`src/rtl/imsic_msi_rcv.sv`:
```
// imsic_msi_rcv: CSR-domain receiver for the IMSIC MSI info bus.
// The asynchronous stretched valid is synchronized and edge-detected.
// Each new message has its info word captured, decoded and checked
// against this hart. An accepted message becomes a one-cycle setipnum
// write strobe with a one-hot file select. A rejected message becomes a
// one-cycle drop pulse and bumps a saturating error counter.
// Optional build macro IMSIC_MSI_RCV_SYNC3_EN adds a third synchronizer
// flop, which makes every latency one cycle longer.
module imsic_msi_rcv #(
    parameter int NR_SRC_WIDTH    = 8,
    parameter int INTP_FILE_WIDTH = 3,
    parameter int NR_HARTS_WIDTH  = 6,
    parameter int NR_INTP_FILES   = 7,
    parameter int MSI_INFO_WIDTH  = NR_SRC_WIDTH + INTP_FILE_WIDTH + NR_HARTS_WIDTH
) (
    input  logic                      clk,
    input  logic                      rstn,
    input  logic [NR_HARTS_WIDTH-1:0] i_hart_id,
    input  logic [MSI_INFO_WIDTH-1:0] i_msi_info,
    input  logic                      i_msi_info_vld,
    output logic [NR_SRC_WIDTH-1:0]   o_setipnum,
    output logic                      o_setipnum_we,
    output logic [NR_INTP_FILES-1:0]  o_setipnum_h,
    output logic                      o_drop,
    output logic [7:0]                o_err_cnt,
    output logic                      o_busy
);

`ifdef IMSIC_MSI_RCV_SYNC3_EN
    localparam int SYNC_STAGES = 3;
`else
    localparam int SYNC_STAGES = 2;
`endif

    // One bit wider than the file field, so the bound still fits when
    // the file count is a power of two.
    localparam logic [INTP_FILE_WIDTH:0] FILE_LIMIT = (INTP_FILE_WIDTH + 1)'(NR_INTP_FILES);

    typedef enum logic [1:0] {
        IDLE = 2'd0,
        CAPT = 2'd1,
        WAIT = 2'd2
    } state_e;

    logic [SYNC_STAGES-1:0]    sync_q;
    logic                      vld_s_d_q;
    logic                      vld_s;
    logic                      rise;

    state_e                    state_q;
    logic [MSI_INFO_WIDTH-1:0] info_q;
    logic [NR_SRC_WIDTH-1:0]   setipnum_q;
    logic                      setipnum_we_q;
    logic [NR_INTP_FILES-1:0]  setipnum_h_q;
    logic                      drop_q;
    logic [7:0]                err_cnt_q;
    logic [7:0]                err_cnt_d;

    logic [NR_SRC_WIDTH-1:0]    info_id;
    logic [INTP_FILE_WIDTH-1:0] info_file;
    logic [NR_HARTS_WIDTH-1:0]  info_hart;
    logic [NR_INTP_FILES-1:0]   file_onehot;
    logic                       accept;

    // Valid-level synchronizer chain plus one delayed copy for edge detection.
    // NOTE: sequential state uses non-blocking assignments only, so every flop samples pre-edge values.
    always_ff @(posedge clk or negedge rstn) begin
        if (!rstn) begin
            sync_q    <= '0;
            vld_s_d_q <= 1'b0;
        end else begin
            sync_q    <= {sync_q[SYNC_STAGES-2:0], i_msi_info_vld};
            vld_s_d_q <= vld_s;
        end
    end

    assign vld_s = sync_q[SYNC_STAGES-1];
    assign rise  = vld_s & ~vld_s_d_q;

    // Decode the captured word. i_msi_info itself is never used outside the capture edge.
    assign info_id     = info_q[NR_SRC_WIDTH-1:0];
    assign info_file   = info_q[NR_SRC_WIDTH+INTP_FILE_WIDTH-1:NR_SRC_WIDTH];
    assign info_hart   = info_q[MSI_INFO_WIDTH-1:MSI_INFO_WIDTH-NR_HARTS_WIDTH];
    assign file_onehot = {{(NR_INTP_FILES-1){1'b0}}, 1'b1} << info_file;
    assign accept      = (info_hart == i_hart_id)
                       && ({1'b0, info_file} < FILE_LIMIT)
                       && (info_id != '0);
    assign err_cnt_d   = (err_cnt_q == 8'hFF) ? err_cnt_q : err_cnt_q + 8'd1;

    // Message FSM with registered strobes. The strobes default low every cycle,
    // so each one lasts exactly one cycle.
    // NOTE: the captured info word is reset along with the control state, so nothing holds X after reset.
    always_ff @(posedge clk or negedge rstn) begin
        if (!rstn) begin
            state_q       <= IDLE;
            info_q        <= '0;
            setipnum_q    <= '0;
            setipnum_we_q <= 1'b0;
            setipnum_h_q  <= '0;
            drop_q        <= 1'b0;
            err_cnt_q     <= '0;
        end else begin
            setipnum_we_q <= 1'b0;
            drop_q        <= 1'b0;
            unique case (state_q)
                IDLE: begin
                    if (rise) begin
                        info_q  <= i_msi_info;
                        state_q <= CAPT;
                    end
                end
                CAPT: begin
                    state_q <= WAIT;
                    if (accept) begin
                        setipnum_q    <= info_id;
                        setipnum_h_q  <= file_onehot;
                        setipnum_we_q <= 1'b1;
                    end else begin
                        drop_q    <= 1'b1;
                        err_cnt_q <= err_cnt_d;
                    end
                end
                WAIT: begin
                    if (!vld_s) begin
                        state_q <= IDLE;
                    end
                end
                default: state_q <= IDLE;
            endcase
        end
    end

    assign o_setipnum    = setipnum_q;
    assign o_setipnum_we = setipnum_we_q;
    assign o_setipnum_h  = setipnum_h_q;
    assign o_drop        = drop_q;
    assign o_err_cnt     = err_cnt_q;
    assign o_busy        = (state_q != IDLE);

endmodule

```
`config.mk`:
```
export PLATFORM = sky130hd
export DESIGN_NAME = imsic_msi_rcv
export DESIGN_NICKNAME = d
export VERILOG_FILES = /design/src/rtl/imsic_msi_rcv.sv
export SDC_FILE = /design/constraint.sdc
export NUM_CORES = 1
export LEC_CHECK = 0
export ABC_AREA = 1
export CORE_MARGIN = 5
export CORE_UTILIZATION = 40
export CTS_BUF_LIST = sky130_fd_sc_hd__clkbuf_8
export DETAILED_ROUTE_END_ITERATION = 10
export PLACE_DENSITY = 0.77
export SYNTH_ARGS = -nofsm -noshare
export SYNTH_HDL_FRONTEND = slang
export SYNTH_SLANG_ARGS = --single-unit
```
`constraint.sdc`:
```
create_clock -name clk -period 3.94 [get_ports clk]
set_clock_uncertainty 0.05 [all_clocks]
set_input_delay 0.591 -clock clk [delete_from_list [all_inputs] [get_ports clk]]
set_output_delay 0.591 -clock clk [all_outputs]
set_load 0.1 [all_outputs]
```
Word-level counts from Yosys, hierarchy flattened
Cells that the tools add are included.
{"block": "word_totals", "in_bits": 26, "word_cells": 38, "ram_bits": 0, "ff_bits": 47, "rom_bits": 0, "mem_count": 0, "latchBits": 0}
{"block": "op_classes", "eq_ne": 6, "shift": 1, "order_cmp": 1, "muxes": 7, "reduce_logical": 9, "n_mul": 0, "bitwise_logic": 4, "div_mod_pow": 0, "n_addsub": 1}
{"operator": "8-bit by 1-bit adder with 8-bit output (second input constant)", "n": 1}
{"operator": "8-bit equality test (second input constant)", "n": 1}
{"operator": "8-bit nonzero test", "n": 1}
{"operator": "1-bit by 3-bit left shift with 7-bit output (first input constant)", "n": 1}
{"operator": "6-bit equality test", "n": 1}
{"operator": "2-bit one-hot mux with 3 select lines", "n": 1}
{"operator": "2-bit AND reduction", "n": 3}
{"operator": "1-bit two-way mux", "n": 4}
{"operator": "2-bit two-way mux", "n": 2}
{"operator": "2-bit inequality test (second input constant)", "n": 2}
{"operator": "3-bit less-than comparator (second input constant)", "n": 1}
{"operator": "1-bit inverter", "n": 3}
{"operator": "3-bit AND reduction", "n": 1}
{"operator": "2-bit by 1-bit equality test with 1-bit output (second input constant)", "n": 1}
{"operator": "2-bit equality test (second input constant)", "n": 1}
{"operator": "1-bit logical AND", "n": 2}
{"operator": "2-bit logical NOT", "n": 1}
{"operator": "2-bit nonzero test", "n": 1}
{"operator": "1-bit AND", "n": 1}

Longest topological paths before layout
Gate-level depths: netlist (run 1).
{"block": "logic_depth", "word_depth": 5, "depth_mapped": 10, "depth_no_buf": 9}

Worst setup path after synthesis (run 1)
OpenSTA, ideal clock, no wires.
{"block": "synth_timing", "kind": "register to register", "startpoint": "register err_cnt_q[0] (netlist: o_err_cnt[0])", "endpoint": "register err_cnt_q[7] (netlist: o_err_cnt[7])", "path_buffers": 0, "required_time_ns": 3.823, "arrival_ns": 1.928, "stages_incl_launch_ff": 10, "setup_slack_ns": 1.895, "cell_sequence": "dfrtp_1 > ha_1 > nand3_1 > inv_1 > nand2_1 > nand2_1 > nor2_1 > nand3_1 > nand2_1 > nand2_1"}
{"block": "synth_between", "elab_chain_len": 3, "elab_cells_between_ends": 4}
{"element": "start: declaration", "line_no": "56", "rtl": "logic [7:0] err_cnt_q;"}
{"element": "start signal: assignment", "line_no": "120", "rtl": "err_cnt_q <= err_cnt_d;"}
{"element": "branches (longest 3 deep; another with 8-bit by 1-bit adder with 8-bit output)"}
Several ways; the timed one is not identified.
A chain may end at the register's enable or synchronous reset.

Worst setup path after layout (run 1)
{"block": "layout_timing", "startpoint": "register state_q[1]", "endpoint": "output o_busy"}
{"block": "layout_between", "elab_chain_len": 1}
{"element": "start: declaration", "line_no": "50", "rtl": "state_e state_q;"}
{"element": "start signal: assignment", "line_no": "95", "rtl": "state_q <= IDLE;"}
{"element": "start signal: assignment", "line_no": "109", "rtl": "state_q <= CAPT;"}
{"element": "start signal: assignment", "line_no": "113", "rtl": "state_q <= WAIT;"}
{"element": "2-bit nonzero test", "line_no": "138", "rtl": "assign o_busy = (state_q != IDLE);"}
{"element": "end: declaration", "line_no": "26", "rtl": "output logic o_busy"}
Every way passes these cells.

==> impl_metrics.tcl, run 1 <==
set metrics [dict create \
    synth.top_cell.area_share_pct 55.6 \
    power.switching_uw 584 \
    ys_seq_area_share_pct 55.6 \
    power_uw 1400 \
    synth_most_common_cell "nand2_1" \
    grt_max_degree 48 \
    hold_slack_ps 300 \
    r2r_end "o_setipnum[3]" \
    critPathKind "reg -> out" \
    m1WireLength_mm 1.73 \
    endpoint "o_busy" \
    grt_pass1_wl_mm 6.91 \
    synthTopCellsByCount "nand2_1 (74), dfrtp_1 (47), inv_1 (28)" \
    ys_warn_count 0 \
    crit_path_top_delay_cell "clkdlybuf4s50_1" \
    regToRegSetupSlack_ps 2080 \
    fin_crit_sh_pct 66.8 \
    internal-power_uw 819 \
    postCtsHoldBufs 0 \
    r2r-start "info_q[11]" \
    core_sq_um 5110 \
    htreeDepth 2 \
    drt_iter0_drc 102 \
    setup_ws_ps 1310 \
    seqPwrFrac_pct 44.3 \
    crit_path_end_kind "output port" \
    ys_types 18 \
    crit_path_cell_trace "nor2_1, inv_1, clkdlybuf4s50_1" \
    drv_cap 0 \
    pre_cts_ws_ps 1400 \
    wl_per_cell_microns 11.5 \
    clk_pin_slew_ps 70 \
    tns_ps 0 \
    outcome "finished, final reports clean" \
    r2r_cells 8 \
    dpl.hpwl_mm 3.03 \
    vdd_drop_max_mv 0.246 \
    fin_nets 311 \
    cts_tree "built" \
    ctsResizeCount 0 \
    p_sw_share_pct 41.6 \
    finalHoldViolCount 0 \
    worstSetupStartpoint "state_q[1]" \
    clockBufferDepth 2 \
    drcViolationCount 0 \
    worstPathRequired_ps 3300 \
    synth.area.top_cells "dfrtp_1 (56%), nand2_1 (13%), o21ai_2 (6.2%), inv_1 (5.0%), nand3_1 (4.0%)" \
    area_growth_pct 28.8 \
    crit_path_max_fanout 3 \
    p_leak_uw 0.00127 \
    dr_wl_met2_mm 2.00 \
    antenna_found_initial 0 \
    final_area_sq_um 2720 \
    arrival_ps 1990 \
    crit_family "buffers and inverters" \
    die_h_microns 82.7 \
    row_count 26 \
    cts_setup_buffers 0 \
    yosys_most_used_dff "dfrtp_1" \
    clock-sinks 47 \
    layout-drive-gt1-share_pct 9.19 \
    worst_pin_slew_ps 1030 \
    slew_headroom_pct 31.5 \
    numCtsBuffers 5 \
    synth_area_sq_um 2110 \
    min_path_type "reg -> reg" \
    ant_nets 0 \
    grt_pass1_vias 1602 \
    setup_viol 0 \
    routed.top_layer "met4" \
    rsz0062_at_grt "false" \
    drt-total-wl_mm 4.06 \
    cp_slowest_stage_delay_ps 1160 \
    crit_path_start_kind "flop" \
    num_vias 1610 \
    async_reset_ff_share_pct 100 \
    clkPwrFrac_pct 18.2 \
    vias_per_cell 4.56 \
    placed_area_sq_um 2650 \
    dr.pass1.iters 4 \
    wl_met3_microns 229 \
    ioPinCount 52 \
    die_x_microns 82.7 \
    critPathBufInv 2 \
    slew_viol_final 0 \
    clock_latency_ps 290 \
    fin_crit_ps 2630 \
    path_depth 3 \
    avgSynthCellArea_sq_um 9.08 \
    synth_seq_cells 47 \
    cts_root_buffer "clkbuf_8" \
    max_freq_mhz 380 \
    powerDensity_nw_per_um2 515 \
    syn_inst 233 \
    synth_edf_count 0 \
    die_area_sq_um 6840 \
    yosysTopAreaCell "dfrtp_1" \
    synth_nets 260 \
    io_buffers 51 \
    combPwrFrac_pct 37.5 \
    place_congestion 0.782 \
    insertedDiodeCount 0 \
    overflow 0 \
    initial_core_util_pct 41.4 \
    track_usage_pct 13.4 \
]
==> metrics by stage <==
step	util (%)	cells
finish	53.3	353
global placement	51.9	347
floorplan	-	233
detailed placement	51.9	347
CTS	53.3	353
global route	53.3	353
==> power by group through the flow <==
stage	clock network (uW)	logic (uW)	registers [uW]
after CTS	268	534	620
after global placement	0	522	624
after global routing	285	570	633
after floorplan	0	174	841
final	255	526	621
after detailed placement	0	533	630
==> cells in the final DEF (no fill, tap or decap), drive strengths merged <==
master | synthesis | layout
nand2 | 74 | 74
clkdlybuf4s50 | 0 | 50
dfrtp | 47 | 47
inv | 28 | 29
o21ai | 29 | 29
nand3 | 18 | 18
nor2 | 12 | 12
nand4 | 7 | 7
xnor2 | 5 | 5
clkbuf | 0 | 5
xor2 | 2 | 2
buf | 8 | 2
a21oi | 1 | 1
nor3 | 1 | 1
ha | 1 | 1
==> area by class of cell <==
type | count | area [sq um]
clock buffers | 5 | 68.8
clock inverters | 1 | 3.75
fillers | 467 | 2380
inverters | 28 | 105
multi-input cells | 150 | 768
flip-flops and latches | 47 | 1180
well taps | 70 | 87.6
repair buffers | 52 | 513
==> worst min path at each step <==
stage	start	endpoint	slack (ps)	cells after the start
5_1_grt	sync_q[0]	sync_q[1]	320	0
4_1_cts	sync_q[0]	sync_q[1]	300	0
3_3_place_gp	sync_q[0]	sync_q[1]	290	0
6_report	sync_q[0]	sync_q[1]	300	0
2_1_floorplan	rstn	info_q[0]	250	0
3_5_place_dp	sync_q[0]	sync_q[1]	280	0
==> cells by family after synthesis <==
| group | after synthesis | synth area share [%] |
|---|---|---|
| AO/OA/AOI/OAI | 30 | 9.76 |
| XOR/XNOR | 7 | 2.90 |
| adder cells (fa/ha/maj) | 1 | 0.592 |
| buffers and inverters | 36 | 8.05 |
| flip-flops | 47 | 55.6 |
| AND/OR/NAND/NOR | 112 | 23.1 |
==> sequential cells by signal, summed over array words and instances (netlist names) <==
signal	flops
info_q	17
o_err_cnt	8
o_setipnum	8
o_setipnum_h	7
state_q	2
sync_q	2
o_drop	1
o_setipnum_we	1
vld_s_d_q	1
==> metal layers <==
metal	track usage (%)	up-vias
li1	-	832
met3	2.93	7
met2	22.5	35
met4	7.35	0
met1	15.9	736
met5	0	-
No activity file was read; power rests on OpenSTA's default activity.
==> run 2, diff against run 1 <==
- PLACE_DENSITY: 0.77 -> 0.8
- clock period: 3.94 -> 2.2 ns (I/O delays scaled with it)
==> impl_metrics.tcl, run 2 (synthesis results as in run 1) <==
set metrics [dict create \
    overflow 0 \
    ioPinCount 52 \
    max_freq_mhz 604 \
    fin_crit_ps 1660 \
    numCtsBuffers 5 \
    antenna_found_initial 0 \
    grt_max_degree 48 \
    internal-power_uw 1490 \
    clock-sinks 47 \
    drv_cap 0 \
    ctsResizeCount 0 \
    cts_root_buffer "clkbuf_8" \
    setup_viol 0 \
    drt-total-wl_mm 4.04 \
    dr.pass1.iters 4 \
    combPwrFrac_pct 36.2 \
    setup_ws_ps 544 \
    num_vias 1624 \
    crit_path_start_kind "flop" \
    drcViolationCount 0 \
    final_cell_mix "nand2_1 (74), dfrtp_1 (47), buf_4 (29)" \
    p_leak_uw 0.00135 \
    slew_headroom_pct 65.7 \
    core_sq_um 5110 \
    track_usage_pct 13.3 \
    dpl.hpwl_mm 3.03 \
    cts_tree "built" \
    dpl.cell_count 350 \
    row_count 26 \
    pre_cts_ws_ps 259 \
    wl_per_cell_microns 11.3 \
    rsz0062_at_grt "false" \
    regMostFlops "info_q" \
    finalHoldViolCount 0 \
    crit_path_max_fanout 7 \
    final_common_cell "nand2_1" \
    crit_path_end_kind "flop" \
    fin_crit_sh_pct 75.3 \
    num-fill-cells 490 \
    p_sw_share_pct 41.5 \
    vias_per_cell 4.54 \
    largest_reg_flops 17 \
    grt_pass1_wl_mm 6.96 \
    cts_setup_buffers 0 \
    clock_latency_ps 290 \
    arrival_ps 1790 \
    min_path_type "reg -> reg" \
    htreeDepth 2 \
    clkPwrFrac_pct 20.1 \
    powerDensity_nw_per_um2 938 \
    clk_pin_slew_ps 80 \
    grt_pass1_vias 1614 \
    die_x_microns 82.7 \
    worst_pin_slew_ps 513 \
    die_area_sq_um 6840 \
    worstPathRequired_ps 2330 \
    outcome "finished, final reports clean" \
    place_congestion 0.797 \
    initial_core_util_pct 41.4 \
    postCtsHoldBufs 1 \
    vdd_drop_max_mv 0.636 \
    layout.cells.non_filler 358 \
    drt_iter0_drc 56 \
    clockBufferDepth 2 \
    r2r_cells 9 \
    seqPwrFrac_pct 43.7 \
    holdPathStages 0 \
    ant_nets 0 \
    layout-drive-gt1-share_pct 19.8 \
    io_buffers 51 \
    die_h_microns 82.7 \
    slew_viol_final 0 \
    area_growth_pct 28.5 \
    tns_ps 0 \
    insertedDiodeCount 0 \
    fin_nets 315 \
    power.switching_uw 1060 \
    critPathKind "reg -> reg" \
]
## run 2: layout make-up
class,instances,area [sq um],area share (%)
Clock inverter,1,5.00,0.184
Sequential cell,47,1180,43.3
Multi-Input combinational cell,150,768,28.3
Clock buffer,6,82.6,3.04
Inverter,28,105,3.87
Tap cell,70,87.6,3.22
Timing Repair Buffer,56,493,18.1
## run 2: final timing paths
| kind | startpoint | to | slack, ps |
|---|---|---|---|
| setup / recovery | o_err_cnt[0] | o_err_cnt[7] | 540 |
| hold / removal | sync_q[0] | sync_q[1] | 300 |
| setup reg to reg | o_err_cnt[0] | o_err_cnt[7] | 540 |
| hold reg to reg | sync_q[0] | sync_q[1] | 300 |
| max in group asynchronous | rstn | o_err_cnt[2] | 1380 |
| min in group asynchronous | rstn | o_setipnum[3] | 500 |
## run 2: power by group through the flow
stage                     logic (uW)  clock network [uW]  registers [uW]
after floorplan                  311                   0            1510
after global placement           917                   0            1120
after detailed placement         930                   0            1130
after CTS                        933                 531            1120
after global routing            1000                 561            1140
final                            924                 511            1120
## run 2: layer usage
| layer | track usage (%) | vias up | routed length, microns |
|---|---|---|---|
| li1 | - | 842 | - |
| met1 | 15.9 | 743 | 1730 |
| met2 | 23.4 | 34 | 2040 |
| met3 | 2.82 | 5 | 212 |
| met4 | 5.07 | 0 | 58 |
| met5 | 0 | - | 0 |
## run 2: metrics by stage
stage	utilization (%)	total power (uW)	cell area [sq um]	hold WS, ps
3_5_place_dp	51.3	2060	2620	282
2_1_floorplan	-	1820	2110	-15.6
6_report	53.2	2550	2720	305
5_1_grt	53.2	2700	2720	325
3_3_place_gp	51.3	2040	2620	278
4_1_cts	53.2	2580	2720	308
## run 2: critical path, stage by stage (launching register included)
cell and delay [ps]:
dfrtp_1 440, ha_1 240, nand3_1 130, inv_1 50, nand2_1 180, nand2_1 100, nor2_1 140, nand3_1 100
nand2_1 80, nand2_1 40
==> run 3, diff against run 2 <==
- clock period: 2.2 -> 1.4 ns (I/O delays scaled with it)
==> impl_metrics.tcl, run 3 (synthesis results as in run 1) <==
set metrics [dict create \
    outcome "finished, violations left" \
    violations "negative setup slack" \
    vdd_drop_max_mv 0.964 \
    fin_crit_sh_pct 101 \
    crit_path_end_kind "flop" \
    placed_area_sq_um 3130 \
    r2r_cells 7 \
    grt_max_degree 35 \
    dpl.cell_count 360 \
    clockBufferDepth 2 \
    crit_path_start_kind "flop" \
    max_freq_mhz 706 \
    num-fill-cells 376 \
    critPathKind "reg -> reg" \
    clock-sinks 47 \
    layout-drive-gt1-share_pct 35.1 \
    vias_per_cell 4.89 \
    row_count 26 \
    die_h_microns 82.7 \
    area_growth_pct 61.8 \
    internal-power_uw 2750 \
    layout.cells.non_filler 378 \
    regToRegSetupSlack_ps -20 \
    power_uw 4610 \
    setup_viol 13 \
    arrival_ps 1580 \
    clock_latency_ps 300 \
    multi_input_area_sq_um 873 \
    antenna_found_initial 0 \
    seqPwrFrac_pct 39.6 \
    numCtsBuffers 5 \
    finalHoldViolCount 0 \
    setup_ws_ps -16.6 \
    worstSetupStartpoint "state_q[1]" \
    combPwrFrac_pct 43.3 \
    insertedDiodeCount 0 \
    dpl.hpwl_mm 3.48 \
    regMostFlops "info_q" \
    track_usage_pct 15.1 \
    r2r_end "info_q[4]" \
    min_path_type "in -> reg" \
    final_area_sq_um 3420 \
    die_x_microns 82.7 \
    crit_path_max_fanout 8 \
    fin_crit_ps 1420 \
    p_sw_share_pct 40.4 \
    ant_nets 0 \
    worst_pin_slew_ps 334 \
    cts_tree "built" \
    clk_pin_slew_ps 80 \
    power.switching_uw 1860 \
    cts_root_buffer "clkbuf_8" \
    endpoint "info_q[4]" \
    final_cell_mix "nand2_1 (63), dfrtp_1 (39), buf_12 (30)" \
    drt_iter0_drc 138 \
    powerDensity_nw_per_um2 1350 \
    fin_nets 334 \
    largest_reg_flops 17 \
    clkPwrFrac_pct 17.0 \
    drcViolationCount 0 \
    core_sq_um 5110 \
    ioPinCount 52 \
    final-seq-area_sq_um 1200 \
    grt_pass1_wl_mm 7.73 \
    worstPathRequired_ps 1560 \
    drt-total-wl_mm 5.22 \
    dr.pass1.iters 4 \
    wl_per_cell_microns 13.8 \
    place_congestion 0.800 \
    rsz0062_at_grt "true" \
    p_leak_uw 0.00157 \
    io_buffers 51 \
    drv_cap 0 \
    initial_core_util_pct 41.4 \
    slew_headroom_pct 77.7 \
    slew_viol_final 0 \
    overflow 0 \
    htreeDepth 2 \
    die_area_sq_um 6840 \
    grt_pass1_vias 1750 \
    num_vias 1849 \
    r2r-start "state_q[1]" \
    final_common_cell "nand2_1" \
]
-- run 3: cell count changes in the layout (fill, tap and decap cells not counted), sizes merged --
cell    previous run  this run
clkbuf             6         9
buf               31        46
clkinv             1         3
-- run 3: routing by layer --
metal | track usage (%) | vias to the layer above | share of wire [%]
met5 | 0 | - | 0
met4 | 8.01 | 0 | 3.2
met3 | 2.60 | 14 | 4.0
met2 | 26.8 | 50 | 54
met1 | 17.2 | 904 | 39
li1 | - | 881 | -
-- run 3: power groups by stage --
stage	registers, uW	logic, uW	clock network, uW
final	1830	2000	785
after global placement	1830	1840	0
after global routing	1860	2110	862
after detailed placement	1850	1890	0
after CTS	1820	1900	799
after floorplan	2430	514	0
-- run 3: cell type report --
type / instances / area share (%)
multi-input cells: 150 / 25.5
repair buffers: 75 / 31.3
well taps: 70 / 2.56
clock buffers: 5 / 2.01
inverters: 28 / 3.07
flip-flops and latches: 47 / 35.0
clock inverters: 3 / 0.439
-- run 3: metrics by stage --
| step | setup slack (ps) | TNS (ps) | utilization [%] | hold slack (ps) |
|---|---|---|---|---|
| floorplan | -244 | -4520 | - | -136 |
| global placement | -256 | -5360 | 61.3 | 75.4 |
| detailed placement | -310 | -6700 | 61.3 | 81.7 |
| CTS | -23.3 | -72.8 | 63.4 | 290 |
| global route | -102 | -2670 | 67.0 | 278 |
| finish | -16.6 | -113 | 67.0 | 294 |
-- run 3: critical path, stage by stage (launching register included) --
cell and delay [ps]:
dfrtp_1 410, nor2_2 120, inv_2 70, nor3_4 220, buf_4 190, clkbuf_16 140
nand2_1 40, o21ai_0 80
-- run 3: worst min-delay path by stage --
stage / startpoint / to / slack (ps) / depth (start not counted)
6_report: i_msi_info_vld / sync_q[0] / 290 / 1
5_1_grt: i_msi_info_vld / sync_q[0] / 280 / 1
4_1_cts: i_msi_info_vld / sync_q[0] / 290 / 1
3_5_place_dp: rstn / o_setipnum[3] / 80 / 1
3_3_place_gp: rstn / o_setipnum[3] / 80 / 1
2_1_floorplan: rstn / info_q[0] / -140 / 0
-- run 3: what timing repair did --
action	in CTS	in global routing
setup endpoints to repair	12	29
pin swaps	0	5
hold buffers	1	0
setup buffers	1	4
hold endpoints to repair	13	0
gates resized for setup	1	18
cloned	0	4
==> variant, RTL diff (flow settings as in run 1) <==
The parameter `NR_HARTS_WIDTH` goes from 6 to 3.
--- a/src/rtl/imsic_msi_rcv.sv
+++ b/src/rtl/imsic_msi_rcv.sv
@@ -9,7 +9,7 @@
 module imsic_msi_rcv #(
     parameter int NR_SRC_WIDTH    = 8,
     parameter int INTP_FILE_WIDTH = 3,
-    parameter int NR_HARTS_WIDTH  = 6,
+    parameter int NR_HARTS_WIDTH  = 3,
     parameter int NR_INTP_FILES   = 7,
     parameter int MSI_INFO_WIDTH  = NR_SRC_WIDTH + INTP_FILE_WIDTH + NR_HARTS_WIDTH
 ) (
Interface: changed (resized i_hart_id and i_msi_info); port bits go from 52 to 46. No check against the original RTL was run, so the function may have changed too.
==> variant against run 1 <==
- largest cell class unchanged
- routed wire length shrank 6.4%
- setup slack gained 0.047 ns
- area after synthesis is 3.0% lower
- sequential cell count is 3 lower
- final area fell by 2.9%
- critical path type unchanged
Power is not compared: it rests on default switching activity, and its combinational part moved more than twofold at a synthesized area within 25%.
==> variant: results (changes against run 1) <==
outcome finished clean; FF-to-FF path depth 4 (-4); Yosys warning total 0 (unchanged); Syn Inst Count 221 (-5.2%); hpwl dp 2710 um (-11%); PortBufs 45 (-12%); final wirelength 3800 um (-6.4%); met2 routed wirelength 1880 um (-5.7%); worst endpoint data arrival time 1.94 ns (-0.05 ns); Syn Nets 242 (-6.9%); largest net degree at the start of global routing 45 (-6.3%); highest metal layer used by the detailed router met4; via count 1524 (-5.3%); fraction of layout cells with a size suffix above 1 22.6% (+13 points); GP Congestion 0.811 (+3.8%); most common library cells after synthesis nand2_1 (54), dfrtp_1 (44), nand2_2 (15), o21ai_2 (15), o21ai_1 (14); critical path's largest stage delay 1.12 ns (-0.04 ns); GR met3 Demand/Resource 3.62% (+0.69 points); final net count 286 (-8.0%); Post-CTS Resized 0 (unchanged); synth unique cells 23 (+5); clk buf depth 2 (unchanged); met1 usage 16.6% (+0.78 points); first-pass GRT wire length 6550 um (-5.2%); met1 wire length 1680 um (-3.2%); post-synthesis sequential area ratio 53.7% (-2.0 points); met3 wire len 205 um (-10%); vias in the first global route 1418 (-11%); r2r startpoint state_q[1]; synth top area cells dfrtp_1 (54%), nand2_1 (9.9%), o21ai_2 (6.4%); r2r setup slk 1.97 ns (-0.11 ns); GRT met2 Usage 21.0% (-1.5 points); Placed Cells 328 (-5.5%); Worst Tran Pin Value 1.00 ns (-0.0237 ns); DRT iter0 DRCs 89 (-13%); drt wl/cell 11.3 um (-1.7%); max reg flops 14 (-3); FF-to-FF End o_setipnum_h[0]
==> variant: changes by cell type after synthesis, sizes merged, moves of 3 or more <==
cell,run 1,this run
xnor2,5,2
nor2,12,15
nand3,18,13
nand2,74,69
dfrtp,47,44
nand4,7,10
==> variant: stage by stage <==
stage          setup slack (ns)  area [um^2]  hold slack [ns]  power, mW
3_5_place_dp               1.52         2520            0.288       1.83
2_1_floorplan              1.90         2050            0.245       1.59
3_3_place_gp               1.55         2520            0.282       1.81
6_report                   1.35         2640            0.305       2.18
5_1_grt                    1.28         2640            0.326       2.31
4_1_cts                    1.34         2640            0.307       2.21
==> variant: cell type report <==
type	count	area [um^2]
clock buffer	7	96.3
fill	478	2400
clock inverter	1	30.0
multi-input combinational	142	782
sequential	44	1100
timing repair buffer	45	445
inverter	27	101
tap	70	87.6
==> variant: logic make-up (layout without fill, tap and decap cells) <==
logic type	Yosys count	in the layout	share of synthesized area [%]
xor+xnor	2	2	0.854
compound gates	32	32	10.7
flops	44	44	53.7
buf+inv	35	80	8.35
simple gates	107	107	25.9
fa+ha+maj	1	1	0.610
==> variant: power breakdown <==
group | leakage, nW | switching, mW | total, mW | internal (mW)
registers | 0.572 | 0.108 | 0.702 | 0.594
clock network | 0.0645 | 0.149 | 0.372 | 0.224
logic | 0.564 | 0.830 | 1.11 | 0.278
==> variant: worst max-delay path by stage <==
stage / from / end / slack [ns] / cells past startpoint
after floorplan: o_err_cnt[0] / o_err_cnt[6] / 1.90 / 7
after global placement: i_hart_id[0] / o_setipnum_h[0] / 1.55 / 8
after detailed placement: i_hart_id[0] / o_setipnum_h[0] / 1.52 / 8
after CTS: state_q[1] / o_busy / 1.34 / 3
after global routing: state_q[1] / o_busy / 1.28 / 3
final: state_q[1] / o_busy / 1.35 / 3
